===== config.mk =====
export PLATFORM = sky130hd
export DESIGN_NAME = toggle_event_receiver
export DESIGN_NICKNAME = d
export VERILOG_FILES = /design/src/rtl/toggle_event_receiver.sv
export SDC_FILE = /design/constraint.sdc
export NUM_CORES = 1
export LEC_CHECK = 0
export CORE_ASPECT_RATIO = 0.6
export CORE_UTILIZATION = 31
export DETAILED_ROUTE_END_ITERATION = 8
export PLACE_DENSITY = 0.68
export SLEW_MARGIN = 20
export SYNTH_ARGS = -nofsm -noshare
export SYNTH_HDL_FRONTEND = slang
export SYNTH_SLANG_ARGS = --single-unit

===== constraint.sdc =====
create_clock -name clk2 -period 1.95 [get_ports clk2]
set_input_delay 0.39 -clock clk2 [delete_from_list [all_inputs] [get_ports clk2]]
set_output_delay 0.39 -clock clk2 [all_outputs]
set_load 0.05 [all_outputs]

===== src/rtl/toggle_event_receiver.sv =====
// toggle_event_receiver: multi-channel toggle-synchronizer receiver with saturating pending-event counters; define TOGGLE_RX_STICKY_OVF_EN for sticky ovf
module toggle_event_receiver #(
    parameter int CHANNELS    = 4,
    parameter int SYNC_STAGES = 2,
    parameter int CNT_W       = 3
) (
    input  logic                      clk2,
    input  logic                      reset,
    input  logic [CHANNELS-1:0]       tog_in,
    output logic [CHANNELS-1:0]       pulse_out,
    output logic [CHANNELS-1:0]       evt_valid,
    input  logic [CHANNELS-1:0]       evt_ready,
    output logic [CHANNELS*CNT_W-1:0] pend_cnt,
    output logic [CHANNELS-1:0]       ovf,
    input  logic [CHANNELS-1:0]       ovf_clr
);
    localparam logic [CNT_W-1:0] CNT_MAX = {CNT_W{1'b1}};

    for (genvar i = 0; i < CHANNELS; i++) begin : g_ch
        logic [SYNC_STAGES-1:0] sync;
        logic                   prev, det, dec, full, drop, pulse, ovf_r;
        logic [CNT_W-1:0]       cnt, cnt_nx;

        // toggle detection and counter next state; a detection plus a consume leaves the count alone
        always_comb begin
            det    = sync[SYNC_STAGES-1] ^ prev;
            dec    = (cnt != '0) & evt_ready[i];
            full   = cnt == CNT_MAX;
            drop   = det & ~dec & full;
            cnt_nx = (det & ~dec & ~full) ? cnt + 1'b1 : (~det & dec) ? cnt - 1'b1 : cnt;
        end

        // synchronizer chain, edge history, pulse, counter and overflow registers
        always_ff @(posedge clk2) begin
            if (reset) begin
                sync  <= '0;
                prev  <= 1'b0;
                pulse <= 1'b0;
                cnt   <= '0;
                ovf_r <= 1'b0;
            end else begin
                sync  <= {sync[SYNC_STAGES-2:0], tog_in[i]};
                prev  <= sync[SYNC_STAGES-1];
                pulse <= det;
                cnt   <= cnt_nx;
`ifdef TOGGLE_RX_STICKY_OVF_EN
                ovf_r <= drop | (ovf_r & ~ovf_clr[i]);
`else
                ovf_r <= drop;
`endif
            end
        end

        assign pulse_out[i]               = pulse;
        assign evt_valid[i]               = cnt != '0;
        assign pend_cnt[i*CNT_W +: CNT_W] = cnt;
        assign ovf[i]                     = ovf_r;
    end

`ifndef TOGGLE_RX_STICKY_OVF_EN
    logic unused_clr;
    assign unused_clr = ^ovf_clr;
`endif
endmodule


Word level (Yosys, flattened, before mapping)
Cells that the tools add are included.
{"block": "word_totals", "output_inout_bits": 24, "ramBits": 0, "mem_bits_ro": 0, "word_cells": 84, "inputBits": 14, "memories": 0, "latchBits": 0, "register_bits": 32}
{"block": "op_classes", "shift": 0, "magnitude_cmp": 0, "n_eq_ne": 4, "n_mul": 0, "muxes": 8, "addsub": 8, "bitwise": 36, "n_div": 0, "n_reduce_logical": 8}
{"cell": "2-to-1 mux 3 bit", "count": 8}
{"cell": "AND 1 bit", "count": 20}
{"cell": "adder 3 x 1 -> 3 bit, second input constant", "count": 4}
{"cell": "== test 3 bit, second input constant", "count": 4}
{"cell": "NOT 1 bit", "count": 12}
{"cell": "nonzero test 3 bit", "count": 4}
{"cell": "subtractor 3 x 1 -> 3 bit, second input constant", "count": 4}
{"cell": "nonzero test 2 bit", "count": 4}
{"cell": "bitwise XOR 1 bit", "count": 4}

Depth between registers and ports, before layout
{"block": "logic_depth", "word_depth": 6, "depth_mapped": 8, "ltp_nobuf": 8}

Worst setup path before layout
Ideal clock, no wire load.
{"block": "synth_timing", "kind": "flip-flop to flip-flop", "start": "reg g_ch[1].cnt[1]", "end": "reg g_ch[1].cnt[2]", "arrival_time_ns": 2.032, "n_path_buf": 0, "setup_time_ns": 0.134, "path_stages_with_launch": 8, "path_slack_ns": -0.216, "t_required_ns": 1.816, "synth_period_minus_slack_ns": 2.166, "path_cell_list": "dfxtp_1 > o21a_1 > a211oi_2 > inv_1 > fa_1 > nor3_1 > o21ai_0 > nor3b_1"}
{"block": "synth_between", "elab_chain_cells": 6, "word_cells_on_any_way": 13, "cone_classes": "2 x add/sub; 1 x eq/ne; 2 x mux; 6 x bitwise; 2 x reduce/logical"}
{"item": "start: declaration", "line": "22", "rtl": "logic [CNT_W-1:0] cnt, cnt_nx;"}
{"item": "start signal: assignment", "line": "45", "rtl": "cnt <= cnt_nx;"}
{"item": "nonzero test 3 bit", "line": "27", "rtl": "dec = (cnt != '0) & evt_ready[i];"}
{"item": "AND 1 bit", "line": "27"}
{"item": "NOT 1 bit", "line": "30", "rtl": "cnt_nx = (det & ~dec & ~full) ? cnt + 1'b1 : (~det & dec) ? cnt - 1'b1 : cnt;"}
{"item": "AND 1 bit (2 in a row)", "line": "30"}
{"item": "2-to-1 mux 3 bit / nonzero test 2 bit (equally long branches)"}
Parallel ways exist; a longest one is shown, timed or not. The select of a mux whose other input is x is not followed.
A chain may end at the register's enable or synchronous reset.

Worst setup path after layout
{"block": "layout_timing", "start": "reg g_ch[1].cnt[2]", "end": "out pend_cnt[5]"}
{"item": "end: declaration", "line": "13", "rtl": "output logic [CHANNELS*CNT_W-1:0] pend_cnt,"}
No word-level cell between the ends.

==> metrics.cfg <==
[sta]
fin_hold_ws_ns=0.438
fin_crit_sh_pct=97.1
fin_ws_ns=0.0562
hold_violations=0
worst_slew_pin_slew_ns=0.558
max-slew-margin-rel_pct=62.5
clock.fmax_ghz=0.528
setup_violations=0
setup_tns_ns=0
skew_ns=0.00691
fin_crit_ns=1.89
slew_violations=0
rsz0062_at_grt=yes

[synth]
synth_top_area_share_pct=40.4
syn_inst=159
ys_seq_area_share_pct=40.4
synth.distinct_cells=42
synth_nets=177
synth_edf_count=0
ys_ff_latch=32
yosys-top-cells-count=dfxtp_1, nor2b_1, nor2_1, nor3_1, buf_4
yosysTopAreaCell=dfxtp_1
ys.flop_type=dfxtp_1
yosys.cell_count.top_type=dfxtp_1
avgSynthCellArea_um2=9.96
synth_area_mm2=0.00158
synth_area_leaders=dfxtp_1, nor2b_1, fa_1
async_reset_ff_share_pct=0
ys_warn_count=0

[die]
core_area_mm2=0.00473
initial_core_util_pct=33.5
die_x_um=94.3
boundaryPins=38
placementRows=19
dieHeight_um=57.4
dieArea_mm2=0.00541

[clocking]
cts_buffers=5
cts-root-buf=clkbuf_8
cts_buffer_depth=2
cts_sinks=32
clk_pin_slew_ns=0.07
postCtsHoldBufs=0
clk_latency_ns=0.27
cts_tree=built
htreeDepth=2

[cells_and_area]
layout.cells.non_filler=274
diodes=0
fill_cells=462
layout.nets=228
final_area_mm2=0.00221
area_growth_syn_to_layout_pct=39.7
drive_above_1_share_pct=33.2

[critical_path]
path_buf_inv=1
end_kind=primary output
crit_fanout=8
cp_top_family=buffers and inverters
worst_path_max_delay_cell=clkdlybuf4s50_1
worst_path_largest_cell_delay_ns=0.83
crit_required_ns=1.56
worstPathCellList=clkdlybuf4s50_1
path_class=reg -> out
crit_arrival_ns=1.50
start_kind=register

[outcome]
outcome=completed

[run]
cap_viol_max_count=0

[placed_design]
hpwlAfterDp_um=2110
dpl-instance-area_mm2=0.00208
gp_congestion=0.786
dp_cells=265
portBuffers=33
preCtsSetupSlack_ns=-0.459

[worst_hold_path]
hold_class=reg -> reg

[routing]
drc=0
drt-total-wl_um=3050
first_pass_iters=4
via_per_inst=4.65
ant_nets=0
drt-wirelength-per-cell_um=11.1
drt_iter0_drc=27
num_vias=1275

[power]
p_leak_nw=0.895
max-vdd-ir-drop_mv=0.766
power_density_mw_per_mm2=1530

[grt]
track_usage_pct=12.1
grt_pass1_vias=1168
grt_max_degree=42
grt_pass1_wl_um=5150
grt_overflow=0
antenna_found_initial=0

area by class of cell:
class	instances	area (µm²)	area share (%)
clock buffer	8	90.1	4.07
inverter	7	26.3	1.19
multi-input combinational	107	876	39.6
sequential	32	654	29.6
tap	63	78.8	3.56
timing repair buffer	57	487	22.0
registers in the layout (all words and copies together), names as in the netlist:
name and cells:
g_ch.prev 4, g_ch.cnt 12, g_ch.ovf_r 4, g_ch.sync 8, g_ch.pulse 4
layout by cell type (no fill, tap or decap), types with 3 or more instances in the layout:
cell type        count
buf_4               35
dfxtp_1             25
nor2b_1             16
clkdlybuf4s50_1     16
nor2_1               9
nor3_1               8
nand2b_1             7
inv_1                6
clkbuf_8             6
o21ai_0              5
dfxtp_2              5
dlygate4sd2_1        5
a21o_1               4
o21a_1               4
xnor2_1              4
mux2i_1              4
nor3b_2              4
fa_2                 4
a211oi_2             3
nand2_1              3
nand4b_1             3
repair_timing:
action / 4_1_cts / 5_1_grt
pin swaps: 4 / 2
buffers inserted: 1 / 0
setup endpoints to repair: 5 / 4
resized for setup: 9 / 7
kinds of logic (layout without fill, tap and decap cells):
logic type	Yosys count	count (layout)	share of synthesized area, %
AND/OR/NAND/NOR	61	61	24.6
AO/OA/AOI/OAI	29	29	14.5
adder cells (fa/ha/maj)	4	4	5.06
flip-flops	32	32	40.4
buffers and inverters	20	72	6.64
multiplexers	7	7	4.90
XOR/XNOR	6	6	3.79
final timing paths:
check                    end  depth (start not counted)  slack (ns)            start
max              pend_cnt[5]                          1        0.06   g_ch[1].cnt[2]
min          g_ch[0].sync[1]                          1        0.44  g_ch[0].sync[0]
max reg2reg   g_ch[1].cnt[2]                          7        0.13   g_ch[1].cnt[2]
min reg2reg  g_ch[0].sync[1]                          1        0.44  g_ch[0].sync[0]
per-layer routing:
metal | vias up | wire, µm | global-route usage [%]
met1 | 587 | 1590 | 16.2
met5 | - | 0 | 0
met3 | 4 | 175 | 4.67
li1 | 657 | - | -
met2 | 27 | 1270 | 18.4
met4 | 0 | 18 | 2.64
stage by stage:
step | power (mW) | utilization (%)
after floorplan | 2.22 | -
after global placement | 2.80 | 44.0
after detailed placement | 2.82 | 44.0
after CTS | 3.35 | 46.3
after global routing | 3.59 | 46.8
final | 3.37 | 46.8
power breakdown:
part | internal, mW | switching (mW)
Clock | 0.288 | 0.226
Combinational | 0.767 | 1.15
Sequential | 0.793 | 0.153
Total | 1.85 | 1.53
Power figures use the tool's default switching activity.
==> edit, RTL diff (same flow settings) <==
`CNT_W`: 3 -> 2.
--- a/src/rtl/toggle_event_receiver.sv
+++ b/src/rtl/toggle_event_receiver.sv
@@ -4,3 +4,3 @@
     parameter int SYNC_STAGES = 2,
-    parameter int CNT_W       = 3
+    parameter int CNT_W       = 2
 ) (
Ports: changed (resized pend_cnt); port bits go from 38 to 34. No check against the original RTL was run, so the function may have changed too.
==> edit against the original RTL <==
- routed wire length shrank 38%
- sequential power fell by 36%
- register-to-register slack better by 470 ps
- cell area fell by 35%
- sequential cell count down 4
- area after synthesis is 30% lower
- non-clock buffer count fell by 27
- via count shrank 37%
- setup slack gained 25 ps
- power decreased by 68%
==> edit: results (changes against the original RTL) <==
.. list-table::
   :header-rows: 1

   * - Metric
     - Value
   * - Cell types with the highest counts after synthesis
     - sky130_fd_sc_hd__dfxtp_1, sky130_fd_sc_hd__nor2b_1, sky130_fd_sc_hd__buf_4
   * - Library cells used by synthesis
     - 26 (-38%)
   * - Signal arrival time at the worst endpoint
     - 1480 ps (-20 ps)
   * - Fill cell count
     - 331 (-28%)
   * - H-Tree Depth
     - 1 (-1)
   * - Routability cong.
     - 0.720 (-8.5%)
   * - Number of nets in the layout
     - 152 (-33%)
   * - Initial drt markers
     - 9 (-67%)
   * - Least-Margin Pin Slew
     - 508 ps (-49.5 ps)
   * - First-pass GRT wire length
     - 2900 um (-44%)
   * - Setup clock skew after layout
     - 2.20 ps (-4.71 ps)
   * - Pleak
     - 0.000602 uW (-33%)
   * - Met3 routed WL
     - 122 um (-30%)
   * - Cells taking the most area after synthesis
     - sky130_fd_sc_hd__dfxtp_1, sky130_fd_sc_hd__nor2b_1, sky130_fd_sc_hd__buf_4, sky130_fd_sc_hd__o32ai_1, sky130_fd_sc_hd__xnor2_1
   * - Number of instances in the placed design
     - 178 (-33%)
   * - Detailed route wirelength on metal2
     - 858 um (-32%)
   * - Family with the most delay on the worst path
     - buffers and inverters
   * - Result of the run
     - finished, final reports clean
   * - Met1 Routed Length
     - 906 um (-43%)
   * - Setup slack after placement
     - 191 ps (+650 ps)
   * - Synthesized area divided by synthesized cell count
     - 9.80 um^2 (-1.6%)
   * - Max FO, Critical Path
     - 5 (-3)
   * - Number of global-route vias before repair
     - 665 (-43%)
   * - Largest registers in the final layout
     - g_ch.cnt (8), g_ch.sync (8)
   * - Total routing usage reported by global routing
     - 10.2% (-1.9 points)
   * - Maximum number of pins on one net before global-route repair
     - 27 (-36%)
   * - Fraction of final layout cells with drive strength greater than 1
     - 11.8% (-21 points)
   * - Number of buffers created by CTS
     - 3 (-2)
-- edit: layout make-up --
cell class | instances | share of cell area, %
well taps | 45 | 3.90
repair buffers | 30 | 21.2
clock buffers | 3 | 2.86
flip-flops and latches | 28 | 38.9
inverters | 8 | 2.08
multi-input cells | 67 | 31.1
-- edit: routing by layer --
metal / up-vias / global-route usage (%)
met5: - / 0
met4: 0 / 3.27
met3: 3 / 3.93
met2: 23 / 16.6
met1: 364 / 12.9
li1: 419 / -
-- edit: per-stage QoR --
step	instance area (um^2)	hold slack, ps
2_1_floorplan	1110	414
3_3_place_gp	1390	418
3_5_place_dp	1390	429
4_1_cts	1440	453
5_1_grt	1440	463
6_report	1440	450
-- edit: power breakdown --
part	leakage, uW	switching (uW)	internal, uW	total (uW)
sequential	0.000229	12.9	591	604
combinational	0.000352	105	75.4	180
clock	0.0000216	167	139	305
total	0.000602	285	805	1090
-- edit: worst paths after layout --
path / start / endpoint / slack, ps / cells past startpoint
worst max-delay path: g_ch[2].cnt[1]$_SDFFE_PP0P_ / pend_cnt[5] / 80 / 1
worst min-delay path: g_ch[2].sync[0]$_SDFF_PP0_ / g_ch[2].sync[1]$_SDFF_PP0_ / 450 / 1
worst max register to register: g_ch[2].sync[1]$_SDFF_PP0_ / g_ch[2].cnt[0]$_SDFFE_PP0P_ / 600 / 3
worst min register to register: g_ch[2].sync[0]$_SDFF_PP0_ / g_ch[2].sync[1]$_SDFF_PP0_ / 450 / 1
-- edit: cells by family after synthesis --
logic type	Yosys count	share of synthesized area, %
buffers and inverters	18	8.81
and+or+nand+nor	41	20.0
DFF	28	50.6
muxes	2	2.37
xor gates and xnor gates	10	8.59
AOI/OAI and AO/OA	14	9.60
-- edit: timing repair --
| item | in CTS | in global routing |
|---|---|---|
| setup endpoints to repair | 0 | 3 |
| gates resized for setup | 0 | 3 |
| buffers inserted | 0 | 0 |
